[src/rtl/uart_pkg.sv]
// rtl/uart_pkg.sv - shared types and register map constants for the MMIO UART transmitter
package uart_pkg;

  typedef enum logic [1:0] {
    IDLE  = 2'd0,
    START = 2'd1,
    DATA  = 2'd2,
    STOP  = 2'd3
  } tx_state_t;

  localparam logic [1:0] OFS_TXDATA = 2'd0;
  localparam logic [1:0] OFS_STATUS = 2'd1;
  localparam logic [1:0] OFS_CTRL   = 2'd2;

  localparam int ST_BUSY    = 0;
  localparam int ST_FULL    = 1;
  localparam int ST_EMPTY   = 2;
  localparam int ST_OVF     = 3;
  localparam int ST_CNT_LSB = 8;

  localparam int CTRL_EN     = 0;
  localparam int CTRL_IRQ_EN = 1;

endpackage

[src/rtl/sync_fifo.sv]
// rtl/sync_fifo.sv - single-clock FIFO with occupancy count; push while full is accepted only alongside a pop
module sync_fifo #(
  parameter int WIDTH = 8,
  parameter int DEPTH = 8
) (
  input  logic                       clk,
  input  logic                       reset,
  input  logic                       push,
  input  logic                       pop,
  input  logic [WIDTH-1:0]           din,
  output logic [WIDTH-1:0]           dout,
  output logic                       full,
  output logic                       empty,
  output logic [$clog2(DEPTH):0]     count
);

  localparam int PTR_W = $clog2(DEPTH);
  localparam int CNT_W = PTR_W + 1;

  logic [WIDTH-1:0] mem [DEPTH];
  logic [PTR_W-1:0] wr_ptr;
  logic [PTR_W-1:0] rd_ptr;
  logic             do_push;
  logic             do_pop;

  // When full, the write slot equals the head slot; the head is read out combinationally
  // before the edge overwrites it, so push+pop on a full FIFO keeps ordering intact.
  assign do_pop  = pop & ~empty;
  assign do_push = push & (~full | do_pop);
  assign dout    = mem[rd_ptr];
  assign full    = (count == CNT_W'(DEPTH));
  assign empty   = (count == '0);

  // Storage array, written on accepted pushes only
  always_ff @(posedge clk) begin
    if (do_push) mem[wr_ptr] <= din;
  end

  // Pointers and occupancy; pointers wrap naturally at DEPTH
  always_ff @(posedge clk or negedge reset) begin
    if (!reset) begin
      wr_ptr <= '0;
      rd_ptr <= '0;
      count  <= '0;
    end else begin
      if (do_push) wr_ptr <= wr_ptr + 1'b1;
      if (do_pop)  rd_ptr <= rd_ptr + 1'b1;
      case ({do_push, do_pop})
        2'b10:   count <= count + 1'b1;
        2'b01:   count <= count - 1'b1;
        default: count <= count;
      endcase
    end
  end

endmodule

[src/rtl/uart_tx_mmio.sv]
// rtl/uart_tx_mmio.sv - memory-mapped 8N1 UART transmitter with TX FIFO; UART_TX_IRQ_EN adds the irq output
module uart_tx_mmio
  import uart_pkg::*;
#(
  parameter int          CLKS_PER_BIT = 434,
  parameter int          FIFO_DEPTH   = 8,
  parameter logic [31:0] BASE_ADDR    = 32'h0000_0400
) (
  input  logic        clk,
  input  logic        reset,
  input  logic        cs,
  input  logic        MemWrite,
  input  logic [31:0] ALUResult,
  input  logic [31:0] WriteData,
  output logic [31:0] ReadData,
  output logic        tx
`ifdef UART_TX_IRQ_EN
  ,
  output logic        irq
`endif
);

  localparam int            CNT_W    = $clog2(CLKS_PER_BIT);
  localparam int            FCNT_W   = $clog2(FIFO_DEPTH) + 1;
  localparam logic [CNT_W-1:0] CNT_LOAD = CNT_W'(CLKS_PER_BIT - 1);

  tx_state_t         state, state_nxt;
  logic [CNT_W-1:0]  cnt;
  logic [2:0]        bit_idx;
  logic [7:0]        shift;
  logic              baud_done;

  logic              sel, wr, push, pop;
  logic [1:0]        ofs;
  logic              full, empty;
  logic [FCNT_W-1:0] fcount;
  logic [7:0]        fdout;
  logic              enable, overflow;
  logic              unused_bits;

  assign sel       = cs & (ALUResult[31:4] == BASE_ADDR[31:4]);
  assign ofs       = ALUResult[3:2];
  assign wr        = sel & MemWrite;
  assign push      = wr & (ofs == OFS_TXDATA);
  assign baud_done = (cnt == '0);
  // A pop happens from IDLE, or on the last STOP cycle so the next frame follows without a gap
  assign pop       = enable & ~empty & ((state == IDLE) | ((state == STOP) & baud_done));
  assign unused_bits = ^{ALUResult[1:0], WriteData[31:8]};

  sync_fifo #(.WIDTH(8), .DEPTH(FIFO_DEPTH)) u_fifo (
    .clk   (clk),
    .reset (reset),
    .push  (push),
    .pop   (pop),
    .din   (WriteData[7:0]),
    .dout  (fdout),
    .full  (full),
    .empty (empty),
    .count (fcount)
  );

  // Control and sticky overflow; a rejected push wins over a same-cycle W1C
  always_ff @(posedge clk or negedge reset) begin
    if (!reset) begin
      enable   <= 1'b0;
      overflow <= 1'b0;
    end else begin
      if (wr && ofs == OFS_CTRL) enable <= WriteData[CTRL_EN];
      if (push && full && !pop)                               overflow <= 1'b1;
      else if (wr && ofs == OFS_STATUS && WriteData[ST_OVF])  overflow <= 1'b0;
    end
  end

`ifdef UART_TX_IRQ_EN
  logic irq_en;

  // Interrupt enable and registered "all sent" interrupt
  always_ff @(posedge clk or negedge reset) begin
    if (!reset) begin
      irq_en <= 1'b0;
      irq    <= 1'b0;
    end else begin
      if (wr && ofs == OFS_CTRL) irq_en <= WriteData[CTRL_IRQ_EN];
      irq <= irq_en & empty & (state == IDLE);
    end
  end
`endif

  // FSM state register
  always_ff @(posedge clk or negedge reset) begin
    if (!reset) state <= IDLE;
    else        state <= state_nxt;
  end

  // FSM next-state logic
  always_comb begin
    state_nxt = state;
    case (state)
      IDLE:    if (pop) state_nxt = START;
      START:   if (baud_done) state_nxt = DATA;
      DATA:    if (baud_done && bit_idx == 3'd7) state_nxt = STOP;
      STOP:    if (baud_done) state_nxt = pop ? START : IDLE;
      default: state_nxt = IDLE;
    endcase
  end

  // FSM output: serial line level per state
  always_comb begin
    tx = 1'b1;
    case (state)
      START:   tx = 1'b0;
      DATA:    tx = shift[0];
      default: tx = 1'b1;
    endcase
  end

  // Baud counter, shift register and bit index
  always_ff @(posedge clk or negedge reset) begin
    if (!reset) begin
      cnt     <= CNT_LOAD;
      bit_idx <= 3'd0;
      shift   <= 8'd0;
    end else begin
      if (state == IDLE || baud_done) cnt <= CNT_LOAD;
      else                            cnt <= cnt - 1'b1;
      if (pop)                            shift <= fdout;
      else if (state == DATA && baud_done) shift <= {1'b0, shift[7:1]};
      if (state == START)                  bit_idx <= 3'd0;
      else if (state == DATA && baud_done) bit_idx <= bit_idx + 1'b1;
    end
  end

  // Combinational register read mux
  always_comb begin
    ReadData = '0;
    if (sel) begin
      case (ofs)
        OFS_STATUS: begin
          ReadData[ST_BUSY]                 = (state != IDLE);
          ReadData[ST_FULL]                 = full;
          ReadData[ST_EMPTY]                = empty;
          ReadData[ST_OVF]                  = overflow;
          ReadData[ST_CNT_LSB +: FCNT_W]    = fcount;
        end
        OFS_CTRL: begin
          ReadData[CTRL_EN] = enable;
`ifdef UART_TX_IRQ_EN
          ReadData[CTRL_IRQ_EN] = irq_en;
`endif
        end
        default: ReadData = '0;
      endcase
    end
  end

endmodule

[config.mk]
export PLATFORM = sky130hd
export DESIGN_NAME = uart_tx_mmio
export DESIGN_NICKNAME = d
export VERILOG_FILES = /design/src/rtl/uart_pkg.sv /design/src/rtl/sync_fifo.sv /design/src/rtl/uart_tx_mmio.sv
export SDC_FILE = /design/constraint.sdc
export NUM_CORES = 1
export LEC_CHECK = 0
export ABC_AREA = 1
export ABC_CLOCK_PERIOD_IN_PS = 6120
export CAP_MARGIN = 20
export CELL_PAD_IN_SITES_DETAIL_PLACEMENT = 0
export CELL_PAD_IN_SITES_GLOBAL_PLACEMENT = 1
export CORE_MARGIN = 3
export CORE_UTILIZATION = 42
export DETAILED_ROUTE_END_ITERATION = 8
export GPL_ROUTABILITY_DRIVEN = 0
export PLACE_DENSITY_LB_ADDON = 0.1
export SLEW_MARGIN = 20
export SYNTH_ARGS = -nofsm -noshare
export SYNTH_HDL_FRONTEND = slang
export SYNTH_SLANG_ARGS = --single-unit
[constraint.sdc]
create_clock -name clk -period 6.12 [get_ports clk]
set_input_delay 1.224 -clock clk [delete_from_list [all_inputs] [get_ports clk]]
set_output_delay 1.224 -clock clk [all_outputs]
set_load 0.02 [all_outputs]
==> reports/results.ini <==
[drt]
drcViolationCount = 0
drt-total-wl_um = 9960
routedWlPerCell_um = 14.5
vias = 3422
vias_per_cell = 4.97
drtIter0Drc = 206
firstDrtPassIters = 4
ant_nets = 0

[synth]
synth_cell_type_count = 37
syn-cell-area_um2 = 4830
synth_cells = 494
syn-mean-instance-area_um2 = 9.78
ys_seq_area_frac = 0.575
ys_warn_count = 0
synth_seq_cells = 98

[cells_and_area]
antenna_cells = 0
layout.nets = 628
final_common_cell = nand2_1
fill_cells = 1031
stdcell_count = 688
area_growth_pct = 16.9
mostFrequentLayoutCells = nand2_1, nor2_1, edfxtp_1
drive_gt1_frac = 0.0602

[setup_path]
criticalPathCategory = in -> out
end_kind = output pin
cp.required_ns = 4.90
crit_chain = clkdlybuf4s50_1, or2_1, nor2_1, nand2_1, nor2_4, nand2_1, nor3b_1, clkdlybuf4s50_1
crit_path_start_kind = input pin
cp.arrival_ns = 3.21
slowest_stage = clkdlybuf4s50_1
slowest_delay_ns = 0.63
crit_buf_inv = 2
ff2ff_path_depth = 7
crit_family = buffers and inverters
r2r_start = u_fifo.rd_ptr[0]$_DFFE_PN0P_
r2r-end = shift[3]$_DFFE_PN0P_
path_max_fanout = 8
worst-r2r-setup-slack_ns = 3.25

[clocking]
cts-buffers-inserted = 9
clockBufferDepth = 2
ctsResizeCount = 0
clk_latency_ns = 0.35
root_buffer = clkbuf_16
cts_setup_buffers = 0
h-tree-depth = 3
cts_hold_buf = 0
cts.sinks = 98
clkTransAtPathRegs_ns = 0.07
cts_tree = yes

[sta]
slew_headroom = 0.286
finalSetupTns_ns = 0
period_needed_ns = 4.44
worst_slew_pin_slew_ns = 1.07
fin_crit_sh = 0.725
slew_viol_final = 0
setup_viol = 0
fmax_ghz = 0.225
rsz0062_at_grt = false
finalClockSkew_ns = 0.00812
hold_violations = 0

[floorplanning]
rows = 38
initial_core_util = 0.438
die_w_um = 113
design.core.area_um2 = 11000
io_pins = 101
die_height_um = 113
die_area_um2 = 12800

[place]
dp_cells = 672
port_buffers = 50
hpwl_um = 6610

[hold_path]
hold_depth = 1
hold_path_end = cnt[0]$_DFF_PN1_
min_path_type = reg -> reg
min_from = cnt[0]$_DFF_PN1_

[global_routing]
grt_overflow = 0
grt_usage = 0.162
grt_max_degree = 35
grt_first_pass_wirelength_um = 16000
antenna_found_initial = 0
grt_pass1_vias = 3181

[pwr]
ir_drop_mv = 0.197
powerDensity_nw_per_um2 = 238
power_mw = 1.35
p_leak_nw = 2.30

[run_status]
status = finished, final reports clean

[run]
max_cap_violations = 0

cells by family after synthesis:
group                    count (synthesis)  share of synthesized area
XOR/XNOR                                 9                     0.0163
AND/OR/NAND/NOR                        223                      0.202
other                                    1                   0.000776
AO/OA/AOI/OAI                           69                     0.0806
buffers and inverters                   77                     0.0811
flip-flops                              98                      0.575
adder cells (fa/ha/maj)                 17                     0.0440
Yosys cell counts (all sizes together):
library cell	n	area share
a21oi	10	0.013
a22o	2	0.0036
a22oi	1	0.0016
buf	29	0.044
clkbuf	7	0.0054
clkinv	2	0.0016
conb	1	0.00078
dfrtp	29	0.15
dfstp	5	0.027
edfxtp	64	0.40
ha	17	0.044
inv	39	0.030
nand2	92	0.077
nand3	37	0.041
nand3b	1	0.0016
nor2	86	0.074
nor3	3	0.0031
nor3b	2	0.0031
o211ai	2	0.0031
o21ai	40	0.041
o22ai	14	0.018
or2	2	0.0026
xnor2	1	0.0018
xor2	8	0.015
area by class of cell:
cell class	count	area, um^2	area share
clock buffers	9	225	0.0399
clock inverters	7	61.3	0.0109
inverters	41	154	0.0272
multi-input cells	342	1750	0.309
flip-flops and latches	98	2780	0.492
well taps	140	175	0.0310
repair buffers	51	508	0.0899
state kept, by name (all words and copies together), names as in the netlist:
| signal | flops |
|---|---|
| u_fifo.mem | 64 |
| enable | 1 |
| shift | 8 |
| u_fifo.count | 4 |
| state | 2 |
| u_fifo.wr_ptr | 3 |
| cnt | 9 |
| u_fifo.rd_ptr | 3 |
| bit_idx | 3 |
| overflow | 1 |
routing by layer:
layer  GRT usage  vias up  wire (um)
li1            -     1703          -
met1       0.226     1633       4640
met2       0.246       77       4660
met3      0.0374        9        554
met4      0.0625        0        104
met5           0        -          0
stage by stage:
stage / hold WS, ns / setup WS [ns] / cell area (um^2) / util
floorplan: 0.429 / 2.44 / 4920 / -
global placement: 0.439 / 1.67 / 5360 / 0.486
detailed placement: 0.444 / 1.65 / 5360 / 0.486
CTS: 0.461 / 1.65 / 5650 / 0.512
global route: 0.492 / 1.46 / 5650 / 0.512
finish: 0.455 / 1.68 / 5650 / 0.512
worst max-delay path by stage:
stage / startpoint / end / slack, ns / depth (start not counted)
final: ALUResult[13] / ReadData[1] / 1.68 / 8
after global routing: ALUResult[13] / ReadData[1] / 1.46 / 8
after CTS: ALUResult[13] / ReadData[1] / 1.65 / 8
after detailed placement: ALUResult[13] / ReadData[1] / 1.65 / 8
after global placement: ALUResult[13] / ReadData[1] / 1.67 / 8
after floorplan: ALUResult[13] / ReadData[1] / 2.44 / 6
power breakdown:
| part | leakage (nW) | internal, mW | total (mW) | switching, mW |
|---|---|---|---|---|
| Clock | 0.141 | 0.284 | 0.547 | 0.264 |
| Combinational | 1.17 | 0.0356 | 0.0809 | 0.0453 |
| Sequential | 0.982 | 0.715 | 0.718 | 0.00279 |
(Power assumes the default switching activity.)
